### src/rtl/sap_pkg.sv
// Shared definitions for the SAP program-load path.
// Holds the RAM geometry, the loader FSM state type and the opcode constants
// that the control sequencer also uses.
package sap_pkg;

  localparam int unsigned SAP_ADDR_W = 4;
  localparam int unsigned SAP_DATA_W = 8;

  typedef enum logic [2:0] {
    ST_IDLE,
    ST_ADDR,
    ST_LEN,
    ST_DATA,
    ST_CSUM,
    ST_COMMIT,
    ST_DONE,
    ST_ERR
  } loader_state_t;

  localparam logic [3:0] OP_MOV_A = 4'h0;
  localparam logic [3:0] OP_ADD   = 4'h1;
  localparam logic [3:0] OP_XCHG  = 4'h2;
  localparam logic [3:0] OP_OUT   = 4'hE;

  // States in which a frame is being received and the idle timeout runs.
  function automatic logic is_frame_state(input loader_state_t s);
    return (s == ST_ADDR) || (s == ST_LEN) || (s == ST_DATA) || (s == ST_CSUM);
  endfunction

endpackage

### src/rtl/ram_stage_buf.sv
// Staging buffer for an incoming frame's data bytes.
// Ports:
//   clk       clock, writes on posedge
//   i_we      write enable
//   i_waddr   write address
//   i_wdata   write data
//   i_raddr   read address (asynchronous read)
//   o_rdata   read data
module ram_stage_buf #(
  parameter int unsigned ADDR_W = 4,
  parameter int unsigned DATA_W = 8
) (
  input  logic              clk,
  input  logic              i_we,
  input  logic [ADDR_W-1:0] i_waddr,
  input  logic [DATA_W-1:0] i_wdata,
  input  logic [ADDR_W-1:0] i_raddr,
  output logic [DATA_W-1:0] o_rdata
);

  logic [DATA_W-1:0] r_mem [2**ADDR_W];

  always_ff @(posedge clk) begin
    if (i_we) r_mem[i_waddr] <= i_wdata;
  end

  assign o_rdata = r_mem[i_raddr];

endmodule

### src/rtl/ram_program_loader.sv
// Writer side of the program RAM: receives a framed byte stream
// (SYNC, ADDR, LEN, LEN data bytes, CSUM), stages and checksums it, then
// commits it into RAM one word per cycle. Holds the CPU in reset while a
// frame is in flight.
// Ports:
//   clk        system clock
//   reset      asynchronous active-low reset
//   in_data    host byte
//   in_valid   host byte valid
//   in_ready   loader accepts byte (transfer = in_valid & in_ready)
//   ram_we     RAM write strobe
//   ram_addr   RAM write address
//   ram_wdata  RAM write data
//   cpu_reset  active-low CPU hold (0 = CPU held)
//   done       one-cycle pulse, frame committed
//   error      one-cycle pulse, frame rejected (RAM untouched)
module ram_program_loader
  import sap_pkg::*;
#(
  parameter int unsigned       ADDR_W      = SAP_ADDR_W,
  parameter int unsigned       DATA_W      = SAP_DATA_W,
  parameter logic [DATA_W-1:0] SYNC_BYTE   = 8'hA5,
  parameter int unsigned       TIMEOUT_CYC = 1024
) (
  input  logic              clk,
  input  logic              reset,
  input  logic [DATA_W-1:0] in_data,
  input  logic              in_valid,
  output logic              in_ready,
  output logic              ram_we,
  output logic [ADDR_W-1:0] ram_addr,
  output logic [DATA_W-1:0] ram_wdata,
  output logic              cpu_reset,
  output logic              done,
  output logic              error
);

  localparam logic [ADDR_W:0]   IDX_ONE  = 1;
  localparam logic [DATA_W-1:0] DEPTH_B  = DATA_W'(2**ADDR_W);
  localparam logic [31:0]       TMO_LAST = 32'(TIMEOUT_CYC) - 32'd1;

  loader_state_t     r_state;
  logic [ADDR_W-1:0] r_start;
  logic [ADDR_W:0]   r_len;
  logic [ADDR_W:0]   r_idx;
  logic [DATA_W-1:0] r_sum;
  logic [31:0]       r_tmo;

  logic              w_accept;
  logic              w_buf_we;
  logic              w_tmo_hit;
  logic [ADDR_W-1:0] w_rd_addr;
  logic [DATA_W-1:0] w_rd_data;

  assign w_accept  = in_valid & in_ready;
  assign w_buf_we  = w_accept && (r_state == ST_DATA);
  // During CSUM the first word is pre-read so the commit starts the next cycle;
  // during COMMIT r_idx already points at the word to be written next.
  assign w_rd_addr = (r_state == ST_CSUM) ? '0 : r_idx[ADDR_W-1:0];
  assign w_tmo_hit = (TIMEOUT_CYC != 0) && is_frame_state(r_state) && !w_accept
                     && (r_tmo == TMO_LAST);

  ram_stage_buf #(
    .ADDR_W (ADDR_W),
    .DATA_W (DATA_W)
  ) u_buf (
    .clk     (clk),
    .i_we    (w_buf_we),
    .i_waddr (r_idx[ADDR_W-1:0]),
    .i_wdata (in_data),
    .i_raddr (w_rd_addr),
    .o_rdata (w_rd_data)
  );

  always_ff @(posedge clk or negedge reset) begin
    if (!reset) begin
      r_state   <= ST_IDLE;
      r_start   <= '0;
      r_len     <= '0;
      r_idx     <= '0;
      r_sum     <= '0;
      r_tmo     <= '0;
      in_ready  <= 1'b1;
      ram_we    <= 1'b0;
      ram_addr  <= '0;
      ram_wdata <= '0;
      cpu_reset <= 1'b1;
      done      <= 1'b0;
      error     <= 1'b0;
    end else begin
      done   <= 1'b0;
      error  <= 1'b0;
      ram_we <= 1'b0;

      if (is_frame_state(r_state) && !w_accept) r_tmo <= r_tmo + 32'd1;
      else                                      r_tmo <= '0;

      if (w_tmo_hit) begin
        r_state  <= ST_ERR;
        error    <= 1'b1;
        in_ready <= 1'b0;
      end else begin
        case (r_state)
          ST_IDLE: begin
            if (w_accept && (in_data == SYNC_BYTE)) begin
              r_state   <= ST_ADDR;
              cpu_reset <= 1'b0;
            end
          end
          ST_ADDR: begin
            if (w_accept) begin
              r_start <= in_data[ADDR_W-1:0];
              r_state <= ST_LEN;
            end
          end
          ST_LEN: begin
            if (w_accept) begin
              if ((in_data == '0) || (in_data > DEPTH_B)) begin
                r_state  <= ST_ERR;
                error    <= 1'b1;
                in_ready <= 1'b0;
              end else begin
                r_len   <= in_data[ADDR_W:0];
                r_idx   <= '0;
                r_sum   <= '0;
                r_state <= ST_DATA;
              end
            end
          end
          ST_DATA: begin
            if (w_accept) begin
              r_sum <= r_sum + in_data;
              if ((r_idx + IDX_ONE) == r_len) r_state <= ST_CSUM;
              else                            r_idx   <= r_idx + IDX_ONE;
            end
          end
          ST_CSUM: begin
            if (w_accept) begin
              in_ready <= 1'b0;
              if (in_data == r_sum) begin
                r_state   <= ST_COMMIT;
                ram_we    <= 1'b1;
                ram_addr  <= r_start;
                ram_wdata <= w_rd_data;
                r_idx     <= IDX_ONE;
              end else begin
                r_state <= ST_ERR;
                error   <= 1'b1;
              end
            end
          end
          ST_COMMIT: begin
            if (r_idx == r_len) begin
              r_state <= ST_DONE;
              done    <= 1'b1;
            end else begin
              ram_we    <= 1'b1;
              ram_addr  <= r_start + r_idx[ADDR_W-1:0];
              ram_wdata <= w_rd_data;
              r_idx     <= r_idx + IDX_ONE;
            end
          end
          ST_DONE, ST_ERR: begin
            r_state   <= ST_IDLE;
            in_ready  <= 1'b1;
            cpu_reset <= 1'b1;
          end
          default: begin
            r_state   <= ST_IDLE;
            in_ready  <= 1'b1;
            cpu_reset <= 1'b1;
          end
        endcase
      end
    end
  end

endmodule
### config.mk
export PLATFORM = sky130hd
export DESIGN_NAME = ram_program_loader
export DESIGN_NICKNAME = d
export VERILOG_FILES = /design/src/rtl/sap_pkg.sv /design/src/rtl/ram_stage_buf.sv /design/src/rtl/ram_program_loader.sv
export SDC_FILE = /design/constraint.sdc
export NUM_CORES = 1
export LEC_CHECK = 0
export CAP_MARGIN = 40
export CORE_MARGIN = 2
export CORE_UTILIZATION = 25
export DETAILED_ROUTE_END_ITERATION = 7
export GPL_ROUTABILITY_DRIVEN = 0
export RECOVER_POWER = 100
export SETUP_SLACK_MARGIN = 0.3
export SLEW_MARGIN = 40
export SYNTH_ARGS = -nofsm -noshare
export SYNTH_HDL_FRONTEND = slang
export SYNTH_SLANG_ARGS = --single-unit
### constraint.sdc
create_clock -name clk -period 8.6 [get_ports clk]
set_input_delay 1.72 -clock clk [delete_from_list [all_inputs] [get_ports clk]]
set_output_delay 1.72 -clock clk [all_outputs]
set_load 0.02 [all_outputs]
# Word level (Yosys, flattened, before mapping)

Memory sizes are Yosys's and may differ from the RTL's.
Index checks and enable logic that the tools add are counted.

Memories: 1
Memory bits (writable): 128
Bits in registers: 74
Bits of input ports: 11

Bitwise operators: 3
$lt $le $gt $ge: 1
Equal/unequal tests: 28
$add $sub $neg: 4
Multiplexer cells: 56
Reduce and logical (&&, ||, !) cells: 25

Memories:

| name        | words | bits a word | read ports | clocked after memory_dff | wr ports | line                | text |
|---|---|---|---|---|---|---|---|
| u_buf.r_mem | 16    | 8           | 1          | 0                        | 1        | ram_stage_buf.sv:21 | `logic [DATA_W-1:0] r_mem [2**ADDR_W];` |

Operators by type and width:

| operator              | count |
|---|---|
| $mux 8                | 6 |
| $mux 5                | 7 |
| $add 32x1->32 const B | 1 |
| $eq 32x10->1 const B  | 1 |
| $mux 32               | 1 |
| $pmux 8 s2            | 2 |
| $mux 3                | 9 |
| $pmux 3 s7            | 1 |
| $pmux 5 s4            | 1 |
| $mux 1                | 19 |
| $ne 3x3->1 const B    | 6 |
| $mux 4                | 4 |
| $ne 2x2->1 const B    | 7 |
| $eq 3x3->1 const B    | 4 |
| $eq 5x5->1            | 2 |
| $reduce_and 5->1      | 2 |
| $reduce_and 9->1      | 1 |
| $add 8x8->8           | 1 |
| $eq 8x8->1            | 1 |
| $eq 8x8->1 const B    | 1 |
| $gt 8x5->1 const B    | 1 |
| $logic_not 8->1       | 1 |
| $pmux 4 s2            | 1 |
| $reduce_and 4->1      | 2 |
| other kinds (20)      | 35 |

# Logic depth before layout (Yosys ltp)

Gate-level depths: netlist (run 1).

Word-level depth: 8
Gate-level depth with buffers: 10
Gate-level depth less buffers: 8

# Hierarchy

From an unflattened synthesis (run 1), not the netlist that was laid out.

Cells, all modules: 629
Area, all modules: 8982.4 µm²

By module, submodules not included:

| module             | cells each | instances | area an instance (µm²) |
|---|---|---|---|
| ram_stage_buf      | 221        | 1         | 4987.3 |
| ram_program_loader | 408        | 1         | 3995.1 |

# Least setup slack after synthesis (run 1)

OpenSTA, ideal clock, no wires.

Kind: input -> register
Start point: in in_data[3]
End point: reg r_idx[0]
Arrival: 3.370 ns
Library setup time: 0.127 ns
Setup slack: 5.103 ns
Stages on the path: 7
Path buffers: 1
Path through: ha_1 > nor4_1 > nand4_1 > a31oi_1 > and3_1 > buf_2 > mux2_1

Word-level cells in the longest chain between the ends: 4
Elaborated cells on any way between the ends: 7

RTL lines:

| item                                          | line                      | text |
|---|---|---|
| from (decl)                                   | ram_program_loader.sv:27  | `input logic [DATA_W-1:0] in_data,` |
| $gt 8x5->1 or $logic_not 8->1 (tied branches) | ram_program_loader.sv:118 | `if ((in_data == '0) \|\| (in_data > DEPTH_B)) begin` |
| $logic_or 1x1->1                              | ram_program_loader.sv:118 |  |
| $ne 2x2->1 (no source line)                   | --                        |  |
| $reduce_and 9->1 (no source line) (*)         | --                        |  |
| to (signal assigned)                          | ram_program_loader.sv:134 | `else r_idx <= r_idx + IDX_ONE;` |
| to (signal assigned)                          | ram_program_loader.sv:160 | `r_idx <= r_idx + IDX_ONE;` |
| to (decl)                                     | ram_program_loader.sv:45  | `logic [ADDR_W:0] r_idx;` |

Mark *: on every way between the ends. The rest lies on a longest branch, timed or not.
A chain may end at the register's enable or synchronous reset.

# Final worst setup path (run 1)

Start point: in in_data[4]
End point: reg ram_wdata[7]

Word-level cells in the longest chain between the ends: 3

RTL lines:

| item                              | line                      | text |
|---|---|---|
| $eq 8x8->1                        | ram_program_loader.sv:140 | `if (in_data == r_sum) begin` |
| $ne 2x1->1 (no source line)       | --                        |  |
| $reduce_and 5->1 (no source line) | --                        |  |
| to (signal assigned)              | ram_program_loader.sv:144 | `ram_wdata <= w_rd_data;` |
| to (signal assigned)              | ram_program_loader.sv:159 | `ram_wdata <= w_rd_data;` |
| to (decl)                         | ram_program_loader.sv:32  | `output logic [DATA_W-1:0] ram_wdata,` |

No other way between the ends.

==> reports/metrics.yaml, run 1 <==
status: "finished with violations"
violations: "capacitance limit, slew limit"
netlist_area_um2: 9220
area_delta_synth_final_pct: 15.2
rsz0062_at_grt: "no"
nets: 785
max_freq_mhz: 179
grt.total_usage_pct: 11.0
die_y_um: 196
worst_pin_slew_ns: 4.13
finalHoldViolCount: 0
dp_hpwl_um: 13600
die_w_um: 196
p_sw_share_pct: 20.8
yosysTopAreaCell: "edfxtp_1"
stdcell_count: 1241
r2r_cells: 6
grt_start_max_net_pins: 75
cpMostUsedCell: "clkbuf_1"
dpl-instance-area_um2: 10000
slowest_delay_ns: 0.97
postRouteAntennaNets: 0
drc: 0
path_buf_inv: 3
worst_setup_path_start_kind: "input port"
cts_buffer_depth: 3
critPathSlowestCell: "o32ai_1"
coreArea_um2: 36400
cts_resized: 0
insertion_delay_ns: 0.51
syn_nets: 753
routedWlPerCell_um: 17.0
cts_made_buffers: 22
drv_cap: 1
crit_family: "buffers and inverters"
async_flop_share_pct: 36.6
critPathKind: "in2reg"
min_path_cells: 1
hp-class: "reg2reg"
cts_tree: "yes"
grt-ovfl-total: 0
holdPathEnd: "r_tmo[0]"
crit_path_max_fanout: 20
dpl.cell_count: 1201
cp-end-kind: "flip-flop"
seq_power_share_pct: 53.1
max-vdd-ir-drop_uv: 114
first_pass_iters: 5
synth_cells: 725
synth.avg_cell_area_um2: 12.7
antenna_found_initial: 1
worstPathArrival_ns: 5.92
cts_root_buf: "clkbuf_16"
synth_ff_type: "edfxtp_1"
htreeDepth: 1
vias: 5867
pre_cts_ws_ns: 3.75
p_leak_nw: 3.87
rr_endpoint: "ram_wdata[7]"
worstPathRequired_ns: 8.94
setup_tns_ns: 0
min_from: "r_tmo[0]"
grt_pass1_wl_um: 33300
intPower_mw: 1.55
io_pins: 28
comb_power_share_pct: 1.8
initial_core_util_pct: 25.3
cts_hold_buffers: 0
period_needed_ns: 5.57
die_area_um2: 38400
ys_ff_latch: 202
vias_per_cell: 4.73
io_buffers: 27
clk_pin_slew_ns: 0.06
r2r-start: "r_sum[3]"
setup-violations-final: 0
drive_gt1_share_pct: 9.59
ys_top_cells_by_area: "edfxtp_1, dfrtp_1, nor2_1, xnor2_1, mux2_2"
num_rows: 70
crit_chain: "dlygate4sd3_1 > clkbuf_1 > ha_1 > nor3_1 > nand3_1 > o32ai_1 > clkbuf_1 > a31oi_1"
finalCritPeriodShare_pct: 64.8
cts_setup_buffers: 0
drt-initial-drc-count: 433
drt_wl_total_um: 21100
synth_top_cell_area_share_pct: 41.7
grt_pass1_vias: 5788
ys_seq_area_share_pct: 61.8
drv_slew: 75
skew_ns: 0.0141
yosys_warnings: 0
final_design_area_no_fill_um2: 10600
yosysUniqueCellTypes: 65
p_per_area_nw_per_um2: 184
fin_ws_ns: 3.03
ff2ff_setup_slack_ns: 5.32
synth_edf_count: 128
p_switching_mw: 0.405
clkPwrFrac_pct: 45.2
max-slew-margin-rel_pct: -175
clock-sinks: 202
## Yosys cell counts, drive strengths merged (3+ instances only)
cell / count
a31oi: 9
nor4: 11
xnor2: 26
nand2: 32
a32o: 3
and3: 19
o21ai: 25
mux2i: 10
or3: 6
a221o: 8
buf: 13
a21o: 3
a22oi: 16
edfxtp: 128
dfrtp: 72
o221ai: 9
nand2b: 6
nor3: 8
clkbuf: 18
xor2: 19
ha: 15
o21a: 8
o2bb2ai: 8
nor2b: 3
or4: 3
nor2: 89
mux2: 21
inv: 17
a21oi: 40
nand3: 16
nand4: 15
and2: 13
mux4: 8
o31ai: 3
## stage by stage
step | hold slack, ns | power, mW | util [%]
after floorplan | 0.425 | 1.06 | -
after global placement | 0.438 | 1.09 | 27.5
after detailed placement | 0.451 | 1.09 | 27.5
after CTS | 0.460 | 1.98 | 29.3
after global routing | 0.470 | 2.01 | 29.1
final | 0.456 | 1.95 | 29.1
## power by group through the flow
| stage | clock network, mW | logic [mW] | registers (mW) |
|---|---|---|---|
| finish | 0.881 | 0.0348 | 1.03 |
| detailed placement | 0 | 0.0377 | 1.05 |
| floorplan | 0 | 0.0100 | 1.05 |
| CTS | 0.903 | 0.0381 | 1.03 |
| global placement | 0 | 0.0373 | 1.05 |
| global route | 0.941 | 0.0394 | 1.03 |
## worst max path at each step
| stage | start | slack (ns) | cells after the start | to |
|---|---|---|---|---|
| detailed placement | in_data[1] | 3.75 | 8 | r_sum[7] |
| finish | in_data[4] | 3.03 | 8 | ram_wdata[7] |
| global route | in_data[3] | 2.63 | 9 | ram_wdata[7] |
| global placement | in_data[1] | 3.55 | 6 | ram_addr[1] |
| CTS | in_data[1] | 4.29 | 8 | r_sum[7] |
| floorplan | in_data[3] | 5.10 | 7 | r_idx[0] |
## area by class of cell
| cell class | count | area, um^2 |
|---|---|---|
| Fill cell | 3678 | 25800 |
| Sequential cell | 202 | 5700 |
| Multi-Input combinational cell | 474 | 3280 |
| Tap cell | 468 | 586 |
| Clock buffer | 28 | 573 |
| Timing Repair Buffer | 39 | 319 |
| Clock inverter | 11 | 90.1 |
| Inverter | 18 | 67.6 |
| Antenna cell | 1 | 2.50 |
## cell usage in the layout (no fill, tap or decap), drive strengths merged, types with 10 or more instances in the layout
| master | instances |
|---|---|
| mux2i | 10 |
| ha | 15 |
| inv | 18 |
| and2 | 13 |
| nand3 | 16 |
| nor4 | 11 |
| a22oi | 16 |
| and3 | 19 |
| o21ai | 25 |
| xnor2 | 26 |
| edfxtp | 128 |
| clkbuf | 37 |
| dfrtp | 72 |
| mux2 | 21 |
| xor2 | 19 |
| nand2 | 32 |
| a21oi | 40 |
| dlygate4sd3 | 24 |
| nand4 | 15 |
| nor2 | 89 |
| clkinv | 10 |
## routing by layer
metal  up-vias  global-route usage (%)  wire (um)
met3        43                    2.03        909
li1       2789                       -          -
met2       142                    18.2       9920
met1      2893                    14.7       9570
met5         -                       0          0
met4         0                    3.76        673
## state kept, by name, indices dropped and copies added (netlist names), 4 cells and up
| register | count |
|---|---|
| r_start | 4 |
| u_buf.r_mem | 128 |
| r_idx | 5 |
| r_len | 5 |
| r_sum | 8 |
| ram_wdata | 8 |
| ram_addr | 4 |
| r_tmo | 32 |
## cells by family (layout without fill, tap and decap cells)
kind of cell | count (synthesis) | count (layout) | synth area share [%]
simple gates | 226 | 226 | 12.3
flops | 202 | 202 | 61.8
compound gates | 147 | 147 | 11.0
buf+inv | 49 | 96 | 2.46
xor+xnor | 45 | 45 | 4.28
mux | 39 | 39 | 5.61
fa+ha+maj | 17 | 17 | 2.47
other cells | 0 | 1 | 0
(Power assumes the default switching activity.)
==> run 2: changes to the inputs <==
- clock period: 8.6 -> 4.6 ns (I/O delays scaled with it)
==> reports/metrics.yaml, run 2 (synthesized netlist as in run 1, its figures left out) <==
ff2ff_setup_slack_ns: 1.60  # -3.72 ns
regArea_um2: 5700  # unchanged
critPathKind: "in2reg"
fin_ws_ns: 1.01  # -2.02 ns
worst_pin_slew_ns: 1.98  # -2.15 ns
drv_cap: 2  # +1
nets: 787  # +0.25%
r2r-start: "r_idx[1]"
die_y_um: 196  # unchanged
min_path_cells: 1  # unchanged
finalCritPeriodShare_pct: 78.0
die_area_um2: 38400  # unchanged
io_buffers: 27  # unchanged
worstPathArrival_ns: 3.97  # -1.95 ns
multiInputGateArea_um2: 3300  # +0.61%
hold_slack_ns: 0.447  # -0.00944 ns
io_pins: 28  # unchanged
drive_gt1_share_pct: 9.70  # +0.12 points
postRouteAntennaNets: 0  # unchanged
grt_pass1_vias: 5837  # +0.85%
clk_pin_slew_ns: 0.06  # about the same
cts_buffer_depth: 3  # unchanged
finalHoldViolCount: 0  # unchanged
violations: "capacitance limit, slew limit"
rr_endpoint: "r_idx[0]"
grt.total_usage_pct: 11.1  # +0.10 points
vias: 5887  # +0.34%
worst_setup_path_start_kind: "input port"
crit_path_max_fanout: 20  # unchanged
grt_pass1_wl_um: 33700  # +1.3%
antenna_found_initial: 1  # unchanged
skew_ns: 0.00939  # -0.00471 ns
drt_wl_total_um: 21300  # +1.0%
max-vdd-ir-drop_uv: 254  # +120%
drc: 0  # unchanged
setup_tns_ns: 0  # unchanged
first_pass_iters: 6  # +1
p_per_area_nw_per_um2: 339  # +85%
grt-ovfl-total: 0  # unchanged
cts_root_buf: "clkbuf_16"
largest_reg_flops: 128  # unchanged
r2r_cells: 7  # +1
p_leak_nw: 3.87  # -0.14%
cts_tree: "yes"
drt-initial-drc-count: 547  # +26%
worstPathRequired_ns: 4.98  # -3.96 ns
status: "finished with violations"
cts_made_buffers: 21  # -4.5%
drv_slew: 108  # +44%
htreeDepth: 1  # unchanged
routedWlPerCell_um: 17.1  # +0.95%
nFillCells: 3705  # +0.73%
max_freq_mhz: 279
setup-violations-final: 0  # unchanged
pre_cts_ws_ns: 0.842  # -2.91 ns
die_w_um: 196  # unchanged
coreArea_um2: 36400  # unchanged
cts_hold_buffers: 0  # unchanged
regMostFlops: "u_buf.r_mem"
rsz0062_at_grt: "no"
cp-end-kind: "flip-flop"
top_regs: "u_buf.r_mem (128), r_tmo (32)"
period_needed_ns: 3.59
grt_start_max_net_pins: 75  # unchanged
num_rows: 70  # unchanged
layout_commonest_cell: "edfxtp_1"
clock-sinks: 202  # unchanged
cts_setup_buffers: 0  # unchanged
vias_per_cell: 4.74  # +0.26%
cts_resized: 0  # unchanged
hp-class: "reg2reg"
max-slew-margin-rel_pct: -31.8  # +140 points
dp_hpwl_um: 13600  # +0.30%
final_cell_mix: "edfxtp_1, nor2_1, dfrtp_1"
area_delta_synth_final_pct: 15.4
holdPathEnd: "r_tmo[0]"
insertion_delay_ns: 0.50  # about the same
min_from: "r_tmo[0]"
initial_core_util_pct: 25.3  # unchanged
[run 2: layout make-up]
type,count,share of cell area (%)
flip-flops and latches,202,53.6
multi-input cells,474,31.1
clock inverters,10,0.706
repair buffers,42,3.18
well taps,468,5.51
diodes,1,0.0235
clock buffers,27,5.28
inverters,18,0.635
[run 2: how the worst max path moves through the flow]
stage	from	to	slack, ns	depth (start not counted)
floorplan	r_idx[0]	r_idx[0]	1.86	10
global placement	in_data[1]	ram_addr[1]	0.95	7
detailed placement	in_data[1]	r_sum[7]	0.84	8
CTS	in_data[1]	ram_addr[1]	1.40	7
global route	in_data[0]	r_state[2]	0.81	7
finish	in_data[0]	r_state[2]	1.01	7
[run 2: critical path, cell delays in order]
cell           delay (ns)
dlygate4sd3_1        0.57
clkbuf_1             0.89
nand4_1              0.17
nor4_1               0.49
o221ai_1             0.30
or2_0                0.30
o311ai_0             0.33
[run 2: stage by stage]
step	power (mW)	instances	utilization (%)	instance area [um^2]
after floorplan	1.99	725	-	9220
after global placement	2.05	1204	27.5	10000
after detailed placement	2.05	1204	27.5	10000
after CTS	3.66	1241	29.3	10700
after global routing	3.73	1241	29.2	10600
final	3.60	1242	29.2	10600
[run 2: metal layers]
| layer | vias to the layer above | GRT usage, % | part of all wire, % |
|---|---|---|---|
| li1 | 2785 | - | - |
| met1 | 2948 | 15.6 | 47 |
| met2 | 126 | 17.4 | 45 |
| met3 | 28 | 2.34 | 5.2 |
| met4 | 0 | 3.31 | 2.3 |
| met5 | - | 0 | 0 |
[run 2: where the power goes]
group,switching (mW),leakage [nW],internal (mW)
Clock,0.680,0.310,0.916
Combinational,0.0563,1.48,0.0162
Sequential,0,2.07,1.93
Total,0.736,3.87,2.87
